--- src/rtl/paddle_motion_ctrl.sv ---
// Paddle position controller: converts left/right button levels into a
// paddle x-coordinate with a hold-to-accelerate speed profile, saturating
// clamps at the screen limits and a synchronous recentre.
module paddle_motion_ctrl #(
    parameter int X_W         = 10,
    parameter int MIN_X       = 5,
    parameter int MAX_X       = 555,
    parameter int START_X     = 280,
    parameter int MAX_SPEED   = 4,
    parameter int ACCEL_TICKS = 8,
    parameter int SPEED_W     = 3
) (
    input  logic               Paddle_Clock,
    input  logic               Reset_n,
    input  logic               step_en,
    input  logic               moving_right,
    input  logic               moving_left,
    input  logic               recentre,
    output logic [X_W-1:0]     paddle_x,
    output logic [SPEED_W-1:0] speed,
    output logic [1:0]         dir,
    output logic               at_left,
    output logic               at_right
);

    localparam int HC_W = (ACCEL_TICKS > 1) ? $clog2(ACCEL_TICKS) : 1;

    localparam logic [X_W-1:0]     START_XV = X_W'(START_X);
    localparam logic [X_W-1:0]     MIN_XV   = X_W'(MIN_X);
    localparam logic [X_W-1:0]     MAX_XV   = X_W'(MAX_X);
    localparam logic [X_W:0]       MIN_XE   = (X_W+1)'(MIN_X);
    localparam logic [X_W:0]       MAX_XE   = (X_W+1)'(MAX_X);
    localparam logic [SPEED_W-1:0] MAX_SPD  = SPEED_W'(MAX_SPEED);
    localparam logic [SPEED_W-1:0] SPD_ONE  = SPEED_W'(1);
    localparam logic [SPEED_W-1:0] SPD_ZERO = SPEED_W'(0);
    localparam logic [HC_W-1:0]    HC_LAST  = HC_W'(ACCEL_TICKS - 1);
    localparam logic [HC_W-1:0]    HC_ZERO  = HC_W'(0);
    localparam logic [HC_W-1:0]    HC_ONE   = HC_W'(1);

    // The state encoding doubles as the dir output.
    typedef enum logic [1:0] {
        ST_IDLE   = 2'b00,
        ST_MOVE_R = 2'b01,
        ST_MOVE_L = 2'b10
    } state_e;

    state_e             state_q, state_d;
    logic [X_W-1:0]     x_q, x_d;
    logic [SPEED_W-1:0] speed_q, speed_d;
    logic [HC_W-1:0]    hold_q, hold_d;

    logic               cmd_r_s;
    logic               cmd_l_s;
    state_e             want_s;
    logic [SPEED_W-1:0] spd_s;
    logic [HC_W-1:0]    hold_s;
    logic [X_W:0]       x_ext_s;
    logic [X_W:0]       sum_r_s;
    logic [X_W:0]       lim_l_s;

    // Pressing both buttons cancels out, same as pressing neither.
    assign cmd_r_s = moving_right & ~moving_left;
    assign cmd_l_s = moving_left & ~moving_right;

    // Next-state, speed profile and clamped position arithmetic.
    always_comb begin
        state_d = state_q;
        x_d     = x_q;
        speed_d = speed_q;
        hold_d  = hold_q;
        want_s  = ST_IDLE;
        spd_s   = speed_q;
        hold_s  = hold_q;
        x_ext_s = {1'b0, x_q};
        sum_r_s = {1'b0, x_q};
        lim_l_s = MIN_XE;

        if (recentre) begin
            state_d = ST_IDLE;
            x_d     = START_XV;
            speed_d = SPD_ZERO;
            hold_d  = HC_ZERO;
        end else if (!step_en) begin
            state_d = state_q;
        end else if (!cmd_r_s && !cmd_l_s) begin
            state_d = ST_IDLE;
            speed_d = SPD_ZERO;
            hold_d  = HC_ZERO;
        end else begin
            if (cmd_r_s) begin
                want_s = ST_MOVE_R;
            end else begin
                want_s = ST_MOVE_L;
            end

            // Continuing in the same direction accelerates; a start or a
            // reversal restarts the profile at one pixel per step.
            if (state_q == want_s) begin
                if ((hold_q == HC_LAST) && (speed_q < MAX_SPD)) begin
                    spd_s  = speed_q + SPD_ONE;
                    hold_s = HC_ZERO;
                end else if (speed_q == MAX_SPD) begin
                    spd_s  = speed_q;
                    hold_s = HC_ZERO;
                end else begin
                    spd_s  = speed_q;
                    hold_s = hold_q + HC_ONE;
                end
            end else begin
                spd_s  = SPD_ONE;
                hold_s = HC_ZERO;
            end

            // One extra bit of headroom so neither direction can wrap.
            sum_r_s = x_ext_s + (X_W+1)'(spd_s);
            lim_l_s = MIN_XE + (X_W+1)'(spd_s);
            state_d = want_s;
            speed_d = spd_s;
            hold_d  = hold_s;

            if (want_s == ST_MOVE_R) begin
                if (sum_r_s > MAX_XE) begin
                    x_d     = MAX_XV;
                    speed_d = SPD_ONE;
                    hold_d  = HC_ZERO;
                end else begin
                    x_d = sum_r_s[X_W-1:0];
                end
            end else begin
                if (x_ext_s < lim_l_s) begin
                    x_d     = MIN_XV;
                    speed_d = SPD_ONE;
                    hold_d  = HC_ZERO;
                end else begin
                    x_d = x_q - X_W'(spd_s);
                end
            end
        end
    end

    // State, position, speed and hold-counter registers.
    always_ff @(posedge Paddle_Clock or negedge Reset_n) begin
        if (!Reset_n) begin
            state_q <= ST_IDLE;
            x_q     <= START_XV;
            speed_q <= SPD_ZERO;
            hold_q  <= HC_ZERO;
        end else begin
            state_q <= state_d;
            x_q     <= x_d;
            speed_q <= speed_d;
            hold_q  <= hold_d;
        end
    end

    assign paddle_x = x_q;
    assign speed    = speed_q;
    assign dir      = state_q;
    assign at_left  = (x_q == MIN_XV);
    assign at_right = (x_q == MAX_XV);

endmodule

--- config.mk ---
export PLATFORM = sky130hd
export DESIGN_NAME = paddle_motion_ctrl
export DESIGN_NICKNAME = d
export VERILOG_FILES = /design/src/rtl/paddle_motion_ctrl.sv
export SDC_FILE = /design/constraint.sdc
export NUM_CORES = 1
export LEC_CHECK = 0
export BUFFER_PORTS_ARGS = -buffer_cell sky130_fd_sc_hd__buf_4
export CORE_MARGIN = 8
export CORE_UTILIZATION = 45
export DETAILED_ROUTE_END_ITERATION = 7
export GPL_TIMING_DRIVEN = 1
export PLACE_DENSITY = 0.63
export SYNTH_ARGS = -nofsm -noshare
export SYNTH_HDL_FRONTEND = slang
export SYNTH_SLANG_ARGS = --single-unit
--- constraint.sdc ---
create_clock -name Paddle_Clock -period 3.86 [get_ports Paddle_Clock]
set_input_delay 0.579 -clock Paddle_Clock [delete_from_list [all_inputs] [get_ports Paddle_Clock]]
set_output_delay 0.579 -clock Paddle_Clock [all_outputs]
set_load 0.03 [all_outputs]
# --- Word level (Yosys, flattened, before mapping) ---
# Index checks and enable logic that the tools add are counted.
totals:
  reg_bits: 18
  input_bits: 6
  elab_cells: 62
op_classes:
  addsub: 5
  n_lt_le_gt_ge: 3
  n_eq_ne: 7
  muxes: 33
  bitwise_logic: 4
  n_reduce_logical: 6
op_table:
  columns: ["op", "n"]
  rows:
  - ["$mux W10", 6]
  - ["$mux W3", 20]
  - ["$mux W2", 7]
  - ["$add A10 B3 Y11", 1]
  - ["$gt A11 B10 Y1 const B", 1]
  - ["$eq A10 B10 Y1 const B", 1]
  - ["$eq A10 B3 Y1 const B", 1]
  - ["$lt A10 B4 Y1", 1]
  - ["$sub A10 B3 Y10", 1]
  - ["$add A3 B1 Y3 const B", 2]
  - ["$eq A3 B3 Y1 const B", 2]
  - ["$add A3 B3 Y4 const A", 1]
  - ["$lt A3 B3 Y1 const B", 1]
  - ["$and A1 B1 Y1", 2]
  - ["$eq A2 B1 Y1 const B", 1]
  - ["$eq A2 B2 Y1", 1]
  - ["$logic_and A1 B1 Y1", 2]
  - ["$logic_not A1 Y1", 2]
  - ["$ne A2 B2 Y1 const B", 1]
  - ["$not A1 Y1", 2]
  - ["$reduce_and A2 Y1", 1]
  - ["$reduce_bool A2 Y1", 1]

# --- Longest topological paths before layout ---
# Gate-level depths: netlist (run 1).
depth:
  depth_word: 19
  depth_mapped: 17

# --- Least setup slack after synthesis (run 1) ---
# Ideal clock, no wire load.
synth_path:
  kind: "input-to-reg"
  start: "input moving_left"
  end: "register hold_q[1]"
  t_arrival_ps: 3590
  required_ps: 3792
  path_slack_ps: 202
  path_stages: 16
  path_buffers: 1
  path_cell_list: "inv_1 ha_1 clkbuf_1 nand2_1 nor2_1 a21oi_1 nor2_1 inv_1 ha_1 fa_1 nor2b_2 or2_1 or4_4 a31o_4 o31ai_4 a32o_1"
synth_between:
  elab_chain_len: 18
  elab_cells_between_ends: 27
synth_lines:
  columns: ["element", "line_no", "text"]
  rows:
  - ["start: declaration", "17", "input logic moving_left,"]
  - ["$not A1 Y1", "62", "assign cmd_r_s = moving_right & ~moving_left;"]
  - ["$and A1 B1 Y1", "62", null]
  - ["$mux W2", "90", "if (cmd_r_s) begin"]
  - ["$mux W2", "85", "end else if (!cmd_r_s && !cmd_l_s) begin"]
  - ["$mux W2", "83", "end else if (!step_en) begin"]
  - ["$mux W2", "78", "if (recentre) begin"]
  - ["$eq A2 B2 Y1", "98", "if (state_q == want_s) begin"]
  - ["$mux W3", "98", null]
  - ["[... 2 more ...]", null, null]
  - ["$mux W3", "78", null]
  - ["$add A10 B3 Y11 / $add A3 B3 Y4 (equally long branches)", "115, 116", null]
  - ["$gt A11 B10 Y1 / $lt A10 B4 Y1 (equally long branches)", "122, 130", null]
  - ["$mux W3, on equally long branches", "122, 130", null]
  - ["$mux W3", "121", "if (want_s == ST_MOVE_R) begin"]
  - ["$mux W3 *", "85", null]
  - ["$mux W3 *", "83", null]
  - ["$mux W3 *", "78", null]
  - ["end signal: assignment", "152", "hold_q <= hold_d;"]
  - ["end: declaration", "50", "logic [HC_W-1:0] hold_q, hold_d;"]
# Mark *: on every way between the ends. The rest lies on a longest branch, timed or not. The select of a mux whose other input is x is not followed.
# A chain may end at the register's enable or synchronous reset.

# --- Final worst setup path (run 1) ---
layout_path:
  start: "register hold_q[0]"
  end: "register hold_q[1]"
layout_between:
  elab_chain_len: 14
  elab_cells_between_ends: 21
layout_lines:
  columns: ["element", "line_no", "text"]
  rows:
  - ["$eq A3 B3 Y1", "99", "if ((hold_q == HC_LAST) && (speed_q < MAX_SPD)) begin"]
  - ["$logic_and A1 B1 Y1", "99", null]
  - ["$mux W3", "99", null]
  - ["$mux W3", "98", null]
  - ["$mux W3", "85", null]
  - ["$mux W3", "83", null]
  - ["$mux W3", "78", null]
  - ["$add A10 B3 Y11 / $add A3 B3 Y4 (equally long branches)", "115, 116", null]
  - ["$gt A11 B10 Y1 / $lt A10 B4 Y1 (equally long branches)", "122, 130", null]
  - ["$mux W3, on equally long branches", "122, 130", null]
  - ["$mux W3 *", "121", null]
  - ["$mux W3 *", "85", null]
  - ["$mux W3 *", "83", null]
  - ["$mux W3 *", "78", null]
# Marked as above.

==> results of run 1 <==
-- sequential cells by signal, summed over array words and instances (netlist names) --
register  count
paddle_x     10
hold_q        3
speed         3
dir           2
-- kinds of logic after synthesis --
logic type / Yosys count
buffers and inverters: 25
flip-flops: 18
AND/OR/NAND/NOR: 89
XOR/XNOR: 8
adder cells (fa/ha/maj): 20
multiplexers: 3
AO/OA/AOI/OAI: 69
-- worst max path at each step --
| stage | slack (ns) | cells after the start | end |
|---|---|---|---|
| floorplan | 0.20 | 16 | hold_q[1]$_DFFE_PN0P_ |
| global placement | 0.18 | 16 | hold_q[1]$_DFFE_PN0P_ |
| detailed placement | 0.12 | 15 | hold_q[1]$_DFFE_PN0P_ |
| CTS | 0.19 | 14 | hold_q[1]$_DFFE_PN0P_ |
| global route | 0.02 | 14 | hold_q[2]$_DFFE_PN0P_ |
| finish | 0.19 | 14 | hold_q[1]$_DFFE_PN0P_ |
-- through the flow --
stage               total power [mW]  cell area, um^2  worst slack, ns
floorplan                      0.322             1940            0.202
global placement               0.380             2190            0.177
detailed placement             0.381             2190            0.119
CTS                            0.524             2230            0.192
global route                   0.551             2240           0.0173
finish                         0.520             2240            0.191
-- critical path: stages, from the launching register on --
cell and delay (ns):
dfrtp_1 0.40, ha_1 0.21, ha_1 0.19, nand2b_1 0.14, xnor2_1 0.15, nor2_1 0.17, inv_1 0.10, ha_1 0.22
fa_1 0.42, nor2b_2 0.21, or2_1 0.27, or4_4 0.54, a31o_4 0.26, o31ai_4 0.10, a32o_1 0.23
-- placed cells by master (no fill, tap or decap), drive strengths merged, types with 4 or more instances in the layout --
cell type,instances
o21ai,13
xnor2,4
o31ai,5
nor3,9
dfrtp,15
buf,31
inv,14
nand3,7
a22o,4
o211ai,5
nand2b,7
ha,18
nor2b,6
a211oi,5
nor4,4
nand2,11
or2,4
xor2,4
nor2,23
clkbuf,4
a21oi,13
-- per-layer routing --
metal / track usage / vias to the layer above
li1: - / 907
met1: 0.226 / 893
met2: 0.303 / 77
met3: 0.0295 / 19
met4: 0.0719 / 0
met5: 0 / -
-- power breakdown --
part           switching, mW  total [mW]  internal [mW]  leakage [nW]
registers             0.0228       0.221          0.198         0.238
logic                 0.0927       0.156         0.0636         0.705
clock network         0.0689       0.142         0.0734        0.0228
total                  0.184       0.520          0.336         0.966
-- layout make-up --
cell class,instances,area share
sequential,18,0.203
inverter,14,0.0235
tap,52,0.0291
multi-input combinational,189,0.621
timing repair buffer,31,0.104
clock buffer,4,0.0201
==> results.md, run 1 <==
- Status: complete, no violations
- Post-synthesis compound-gate area fraction: 0.267
- Syn-to-layout area delta: 15.2%
- Diodes inserted: 0
- Final hold vios: 0
- Sequential share of the synthesized area: 0.234
- Largest net degree at the start of global routing: 19
- Worst VDD drop: 0.000147 V
- Leakage: 0.966 nW
- Layout cells sized above 1: 0.203
- Root Buffer: clkbuf_8
- Met1 WL: 2.43 mm
- Wirelength per Cell: 18.6 um
- IO buf count: 22
- Starting density of the core: 0.456
- Reg-to-reg critical path endpoint: hold_q[1]$_DFFE_PN0P_
- Top Metal Used: met4
- Synth Area in Adders: 0.136
- Avg Cell Area, Syn: 8.38 um^2
- Ys flop type: dfrtp_1
- CTS tree: yes
- Number of synthesized flops with an enable pin: 0
- Multi-input gate area: 1390 um^2
- I/O pins: 23
- Vias per cell: 6.16
- WL final: 5.72 mm
- Reg2reg path depth: 14
- Number of synthesized register bits: 18
- Crit start category: flop
- Clock transition at path regs: 0.07 ns
- Syn Nets: 258
- FF/Latch Area: 454 um^2
- Dpl cells: 304
- R2R setup slack: 0.19 ns
- First-pass GRT wire length: 9.53 mm
- Xor/xnor cell area share of the yosys netlist: 0.0360
- Final Util: 0.525
- Die area: 6680 um^2
- Critical path fanouts, max: 7
- FF-to-FF Start: hold_q[0]$_DFFE_PN0P_
- Asr flop ratio synth: 1.00
- Relative slew slack: 0.557
- Power per standard cell area: 232 nW/um^2
- RSZ-0062 raised after global routing: false
- Routability Congestion: 1.03
- Std-Cell Core Area: 4260 um^2
- Die H: 81.7 um
- Drt first pass iters: 5
- Number of global-route vias before repair: 1911
- Critical Path AT: 3.87 ns
- DRT iter0 DRCs: 197
- Wire length on met2: 2.80 mm
- Critical path launch point: hold_q[0]$_DFFE_PN0P_
- Synth warnings: 0
- Critical Path RT: 4.06 ns
- Top cells by area, synth: dfrtp_1 19%, ha_1 12%, nor2_1 4.4%, dfstp_2 4.1%, a21oi_1 3.3%
- Cells after Synth: 232
- Cell variety after synth: 59
- Total Routing Usage GR: 0.181
- TritonCTS Sinks: 18
- Fin Setup TNS: 0 ns
- Later-pin clock latency in the skew report: 0.26 ns
- Final std cells w/o fill: 308
- Tightest Pin Transition: 0.662 ns
- Num rows: 24
- GRT Residual Overflow: 0
- HPWL reported at the end of detailed placement: 4.46 mm
- Critical path endpoint category: flop
- Max cap viols: 0
- WHS: 0.187 ns
- Top-count cell post-synth: nor2_1
- Final nets: 283
- CTS buffer count: 3
- Post-route clock period utilization: 0.951
- Post-synthesis simple-gate area fraction: 0.256
- Die Wd: 81.7 um
- H-Tree Depth: 1
- Via count: 1896
- Routed wl met3: 334 um
- FILL cells: 410
- Initial antenna violation count: 0
- Post-CTS Setup Inserts: 0
- Drt drc: 0
- Multiplexer area fraction after synthesis: 0.0154
- Combinational family with the most area after synthesis: compound AO/OA/AOI/OAI gates
- Final max-slew violation count: 0
- Clock Tree Buf Depth: 2
- DRT antenna net count: 0
- Worst Setup Path Type: flop to flop
- Hold WC Path Type: input pin to async pin
- Yosys top cell by area: dfrtp_1
- Clock skew: 0.00210 ns
- Min cycle time layout: 3.67 ns
- Hold Buf Count CTS: 0
- Synthesized cell area: 1940 um^2
- Most frequent cells after synthesis: 23 x nor2_1, 18 x ha_1, 15 x dfrtp_1
- Endpoints failing setup: 0
- Synth top area share: 0.193
- Post-CTS sizing: 0
- Fmax: 273 MHz
Power figures use the tool's default switching activity.
==> run 2: changes to the inputs <==
--- a/config.mk
+++ b/config.mk
@@ -7,10 +7,12 @@
 export LEC_CHECK = 0
 export BUFFER_PORTS_ARGS = -buffer_cell sky130_fd_sc_hd__buf_4
 export CORE_MARGIN = 8
-export CORE_UTILIZATION = 45
+export CORE_UTILIZATION = 40
+export CTS_CLUSTER_DIAMETER = 40
+export CTS_CLUSTER_SIZE = 25
 export DETAILED_ROUTE_END_ITERATION = 7
 export GPL_TIMING_DRIVEN = 1
-export PLACE_DENSITY = 0.63
+export PLACE_DENSITY = 0.57
 export SYNTH_ARGS = -nofsm -noshare
 export SYNTH_HDL_FRONTEND = slang
 export SYNTH_SLANG_ARGS = --single-unit
==> run 2 against run 1 <==
  * Wire length fell by 0.33%
  * Global-route usage is 1.8 points lower
  * Utilization down 4.7 points
  * Clock-buffer cell count did not move
  * Maximum frequency rose by 0.55%
  * Non-clock buffer count did not move
  * Total power rose by 4.3%
  * Die area increased by 10%
  * Clock skew rose by 0.0026 ns
  * Via count shrank 0.84%
  * Design area is 0.22% higher
  * Critical path type unchanged
  * Largest cell class unchanged
==> results.md, run 2 (synthesized netlist as in run 1, its figures left out) <==
- CP most frequent cell: ha_1
- TritonCTS Sinks: 18 (unchanged)
- Total Routing Usage GR: 0.163 (-0.0178)
- WL final: 5.70 mm (-0.33%)
- CTS tree: yes
- Leakage: 0.973 nW (+0.77%)
- Critical Path AT: 3.85 ns (-0.02 ns)
- DRT antenna net count: 0 (unchanged)
- Endpoints failing setup: 0 (unchanged)
- Grt met2 use: 0.262 (-0.0407)
- WHS: 0.173 ns (-0.0132 ns)
- Syn-to-layout area delta: 15.4%
- Clock Tree Buf Depth: 2 (unchanged)
- Starting density of the core: 0.414 (-0.0416)
- Initial antenna violation count: 0 (unchanged)
- Die H: 85.7 um (+4.9%)
- Largest net degree at the start of global routing: 19 (unchanged)
- H-Tree Depth: 1 (unchanged)
- DRT iter0 DRCs: 224 (+14%)
- Wirelength per Cell: 18.4 um (-0.98%)
- Final std cells w/o fill: 310 (+0.65%)
- Std-Cell Core Area: 4690 um^2 (+10%)
- Max FFs per register: 10 (unchanged)
- Clock skew: 0.00465 ns (+0.00256 ns)
- Die area: 7350 um^2 (+10%)
- Via count: 1880 (-0.84%)
- Final Util: 0.478 (-0.0468)
- Min cycle time layout: 3.65 ns (-0.0200 ns)
- Drt first pass iters: 4 (-1)
- Routability Congestion: 0.982 (-4.9%)
- Worst Setup Path Type: flop to flop
- Total power: 542 uW (+4.3%)
- Number of global-route vias before repair: 1817 (-4.9%)
- Vias per cell: 6.06 (-1.5%)
- Crit-path slowest cell: or4_4
- Final hold vios: 0 (unchanged)
- Drt drc: 0 (unchanged)
- Status: complete, no violations
- Dpl cells: 306 (+0.66%)
- Crit start category: flop
- CTS buffer count: 3 (unchanged)
- Max cap viols: 0 (unchanged)
- RSZ-0062 raised after global routing: false
- Clock transition at path regs: 0.08 ns (about the same)
- Routing usage on met3: 0.0306 (+0.00102)
- GRT busiest layer: met2
- Fin Setup TNS: 0 ns (unchanged)
- Power per standard cell area: 241 nW/um^2 (+4.0%)
- Post-route clock period utilization: 0.945 (-0.00519)
- Commonest cells after routing, fill and taps aside: 31 x buf_4, 23 x nor2_1, 18 x ha_1
- Critical path fanouts, max: 7 (unchanged)
- GRT met1 Usage: 0.218 (-0.00714)
- Critical Path RT: 4.06 ns (about the same)
- Hold Buf Count CTS: 0 (unchanged)
- Crit path cell chain: ha_1, ha_1, nand2b_1, xnor2_1, nor2_1, inv_1, ha_1, fa_1, nor2b_2, or2_1, or4_4, a31o_4, o31ai_4, a32o_1
- Relative slew slack: 0.584 (+0.0266)
- Worst VDD drop: 0.000176 V (+20%)
- Root Buffer: clkbuf_8
- IO buf count: 22 (unchanged)
- CP delay by family, top: simple AND/OR/NAND/NOR gates
- CP Buf/Inv Count: 1 (unchanged)
- CP peak stage delay: 0.55 ns (about the same)
- First-pass GRT wire length: 9.67 mm (+1.4%)
- GRT Residual Overflow: 0 (unchanged)
- Layout cells sized above 1: 0.199 (-0.00391)
- Die Wd: 85.7 um (+4.9%)
- Final nets: 283 (unchanged)
- Commonest non-fill, non-tap cell in the layout: buf_4
- Tightest Pin Transition: 0.622 ns (-0.0398 ns)
- Critical path endpoint category: flop
- I/O pins: 23 (unchanged)
- Later-pin clock latency in the skew report: 0.26 ns (about the same)
- Fmax: 274 MHz (+0.55%)
- Num rows: 25 (+4.2%)
- Final max-slew violation count: 0 (unchanged)
- HPWL reported at the end of detailed placement: 4.42 mm (-0.97%)
- Post-CTS Setup Inserts: 0 (unchanged)
- Post-CTS sizing: 0 (unchanged)
- Hold WC Path Type: input pin to async pin
- Diodes inserted: 0 (unchanged)
-- run 2: cell count changes in the layout (fill, tap and decap cells not counted) --
cell,delta
nor2_2,-1
nor2_1,+1
clkbuf_1,-1
clkbuf_8,+1
nor3_2,-1
nor3_1,+1
-- run 2: area by class of cell --
class,count,area [um^2]
Tap cell,54,67.6
Timing Repair Buffer,31,233
Multi-Input combinational cell,189,1380
Clock buffer,4,55.1
Inverter,14,52.6
Fill cell,472,2450
Sequential cell,18,454
-- run 2: worst paths after layout --
check                                      start                       to  slack (ns)  cells past startpoint
max                        hold_q[0]$_DFFE_PN0P_    hold_q[1]$_DFFE_PN0P_        0.21                     14
min                                      Reset_n  paddle_x[5]$_DFFE_PN0P_        0.17                      1
max reg2reg                hold_q[0]$_DFFE_PN0P_    hold_q[1]$_DFFE_PN0P_        0.21                     14
min reg2reg                hold_q[1]$_DFFE_PN0P_    hold_q[1]$_DFFE_PN0P_        0.51                      1
max in group asynchronous                Reset_n  paddle_x[3]$_DFFE_PN1P_        3.42                      1
min in group Paddle_Clock  hold_q[1]$_DFFE_PN0P_    hold_q[1]$_DFFE_PN0P_        0.51                      1
-- run 2: metal layers --
layer  wire length, um  vias to the layer above  part of all wire
li1                  -                      909                 -
met1              2580                      902              0.45
met2              2750                       59              0.48
met3               282                       10             0.049
met4                85                        0             0.015
met5                 0                        -                 0
-- run 2: where the power goes --
group          internal (mW)  switching [mW]
Sequential             0.198          0.0235
Clock                 0.0909          0.0741
Combinational         0.0623          0.0928
-- run 2: per-stage QoR --
stage          setup slack, ns  instance area [um^2]
2_1_floorplan            0.202                  1940
3_3_place_gp             0.193                  2190
3_5_place_dp             0.154                  2190
4_1_cts                  0.213                  2240
5_1_grt                0.00533                  2240
6_report                 0.211                  2240
==> run 3: changes to the inputs <==
--- a/config.mk
+++ b/config.mk
@@ -13,6 +13,7 @@
 export DETAILED_ROUTE_END_ITERATION = 7
 export GPL_TIMING_DRIVEN = 1
 export PLACE_DENSITY = 0.57
+export SKIP_CTS_REPAIR_TIMING = 1
 export SYNTH_ARGS = -nofsm -noshare
 export SYNTH_HDL_FRONTEND = slang
 export SYNTH_SLANG_ARGS = --single-unit
==> constraint.sdc (replaced) <==
create_clock -name Paddle_Clock -period 4.6 [get_ports Paddle_Clock]
set_input_delay 0.69 -clock Paddle_Clock [delete_from_list [all_inputs] [get_ports Paddle_Clock]]
set_output_delay 0.69 -clock Paddle_Clock [all_outputs]
set_load 0.03 [all_outputs]
==> run 3 against run 2 <==
  * Cell count is 2.3% lower
  * Total power is 18% lower
  * Critical path type unchanged
  * Worst setup slack improved by 0.68 ns
  * Critical endpoint is now paddle_x[0]$_DFFE_PN0P_
  * Largest power group unchanged
  * Clock skew hardly changed
  * First-iteration DRC count decreased by 20%
  * Sequential share of layout area increased by 0.49 points
  * Highest routed layer unchanged
  * Register-to-register slack gained 0.68 ns
==> results.md, run 3 (synthesized netlist as in run 1, its figures left out) <==
- CTS buffer count: 3 (unchanged)
- Status: complete, no violations
- DRT antenna net count: 0 (unchanged)
- Reg-to-reg critical path endpoint: paddle_x[0]$_DFFE_PN0P_
- CTS tree: yes
- DRT iter0 DRCs: 179 (-20%)
- I/O pins: 23 (unchanged)
- Diodes inserted: 0 (unchanged)
- Routability Congestion: 0.902 (-8.2%)
- Commonest non-fill, non-tap cell in the layout: buf_4
- Total power: 445 uW (-18%)
- H-Tree Depth: 1 (unchanged)
- Max cap viols: 0 (unchanged)
- Setup slack after layout: 0.893 ns (+0.682 ns)
- Via count: 1859 (-1.1%)
- Final max-slew violation count: 0 (unchanged)
- Critical Path RT: 4.72 ns (+0.66 ns)
- GRT Residual Overflow: 0 (unchanged)
- Num rows: 25 (unchanged)
- Crit start category: flop
- Crit-path slowest cell: or4_4
- Worst slack, placed: 0.672 ns (+0.518 ns)
- Total Routing Usage GR: 0.154 (-0.00954)
- Fmax: 270 MHz (-1.6%)
- Max FFs per register: 10 (unchanged)
- CP peak stage delay: 0.55 ns (about the same)
- CP most frequent cell: ha_1
- Post-route clock period utilization: 0.806 (-0.140)
- Root Buffer: clkbuf_8
- RSZ-0062 raised after global routing: false
- Critical path fanouts, max: 6 (-1)
- Reg2reg path depth: 14 (unchanged)
- Die area: 7350 um^2 (unchanged)
- R2R setup slack: 0.89 ns (+0.68 ns)
- Critical path endpoint category: flop
- Wirelength per Cell: 17.8 um (-3.2%)
- Leakage: 0.938 nW (-3.6%)
- Endpoints failing setup: 0 (unchanged)
- HPWL reported at the end of detailed placement: 4.25 mm (-3.7%)
- Hold WC Path Type: input pin to async pin
- Min cycle time layout: 3.71 ns (+0.0578 ns)
- Largest net degree at the start of global routing: 19 (unchanged)
- Later-pin clock latency in the skew report: 0.26 ns (about the same)
- Drt drc: 0 (unchanged)
- Final nets: 276 (-2.5%)
- Power per standard cell area: 203 nW/um^2 (-16%)
- Worst Setup Path Type: flop to flop
- Relative slew slack: 0.573 (-0.0109)
- Critical Path AT: 3.83 ns (-0.02 ns)
- Worst VDD drop: 0.000141 V (-20%)
- Syn-to-layout area delta: 12.7%
- Tightest Pin Transition: 0.639 ns (+0.0164 ns)
- Vias per cell: 6.14 (+1.2%)
- Die Wd: 85.7 um (unchanged)
- WL final: 5.40 mm (-5.4%)
- Layout cells sized above 1: 0.177 (-0.0225)
- Clock Tree Buf Depth: 2 (unchanged)
- TritonCTS Sinks: 18 (unchanged)
- Number of global-route vias before repair: 1785 (-1.8%)
- Std-Cell Core Area: 4690 um^2 (unchanged)
- Drt first pass iters: 5 (+1)
- Crit path cell chain: ha_1, ha_1, nand2b_1, xnor2_1, nor2_1, inv_1, ha_1, fa_1, nor2b_2, or2_1, or4_4, and3_1, o21ai_0, a211oi_1
- IO buf count: 22 (unchanged)
- FF-to-FF Start: hold_q[0]$_DFFE_PN0P_
- Starting density of the core: 0.414 (unchanged)
- Clock skew: 0.00459 ns (-0.0000590 ns)
- Die H: 85.7 um (unchanged)
- Final hold vios: 0 (unchanged)
- Initial antenna violation count: 0 (unchanged)
- FILL cells: 471 (-0.21%)
- Clock transition at path regs: 0.08 ns (about the same)
- Fin Setup TNS: 0 ns (unchanged)
- Commonest cells after routing, fill and taps aside: 24 x buf_4, 23 x nor2_1, 18 x ha_1
- First-pass GRT wire length: 9.11 mm (-5.8%)
run 3: layout make-up:
class | instances | area [um^2] | share of cell area
timing repair buffer | 24 | 180 | 0.0822
clock buffer | 4 | 55.1 | 0.0251
sequential | 18 | 454 | 0.207
tap | 54 | 67.6 | 0.0308
inverter | 14 | 52.6 | 0.0240
multi-input combinational | 189 | 1380 | 0.631
run 3: worst max-delay path by stage:
stage | start | depth (start not counted) | slack [ns] | to
finish | hold_q[0]$_DFFE_PN0P_ | 14 | 0.89 | paddle_x[0]$_DFFE_PN0P_
global route | moving_left | 16 | 0.63 | paddle_x[8]$_DFFE_PN1P_
CTS | hold_q[0]$_DFFE_PN0P_ | 14 | 0.91 | paddle_x[0]$_DFFE_PN0P_
detailed placement | moving_left | 15 | 0.67 | hold_q[2]$_DFFE_PN0P_
global placement | moving_left | 16 | 0.72 | paddle_x[6]$_DFFE_PN0P_
floorplan | moving_left | 16 | 0.83 | hold_q[1]$_DFFE_PN0P_
run 3: metal layers:
layer	up-vias	GRT usage	wire length, um
met5	-	0	0
met4	0	0.0557	111
met3	12	0.0392	417
met2	93	0.232	2420
met1	863	0.205	2450
li1	891	-	-
run 3: where the power goes:
group | switching, mW | internal [mW]
combinational | 0.0752 | 0.0485
sequential | 0.0187 | 0.167
clock | 0.0593 | 0.0762
run 3: worst max-delay path, delay by kind of cell, from the launching register on:
kind	cells	cell delay, ns
flip-flops	1	0.41
AO/OA/AOI/OAI	2	0.32
adder cells (fa/ha/maj)	4	1.05
XOR/XNOR	1	0.12
buffers and inverters	1	0.10
AND/OR/NAND/NOR	6	1.55
run 3: through the flow:
stage | instance area, um^2 | utilization | instances | hold WS (ns)
6_report | 2190 | 0.467 | 303 | 0.287
5_1_grt | 2190 | 0.467 | 303 | 0.295
4_1_cts | 2190 | 0.467 | 303 | 0.295
3_5_place_dp | 2140 | 0.455 | 299 | 0.488
3_3_place_gp | 2140 | 0.455 | 299 | 0.482
2_1_floorplan | 1940 | - | 232 | 0.394
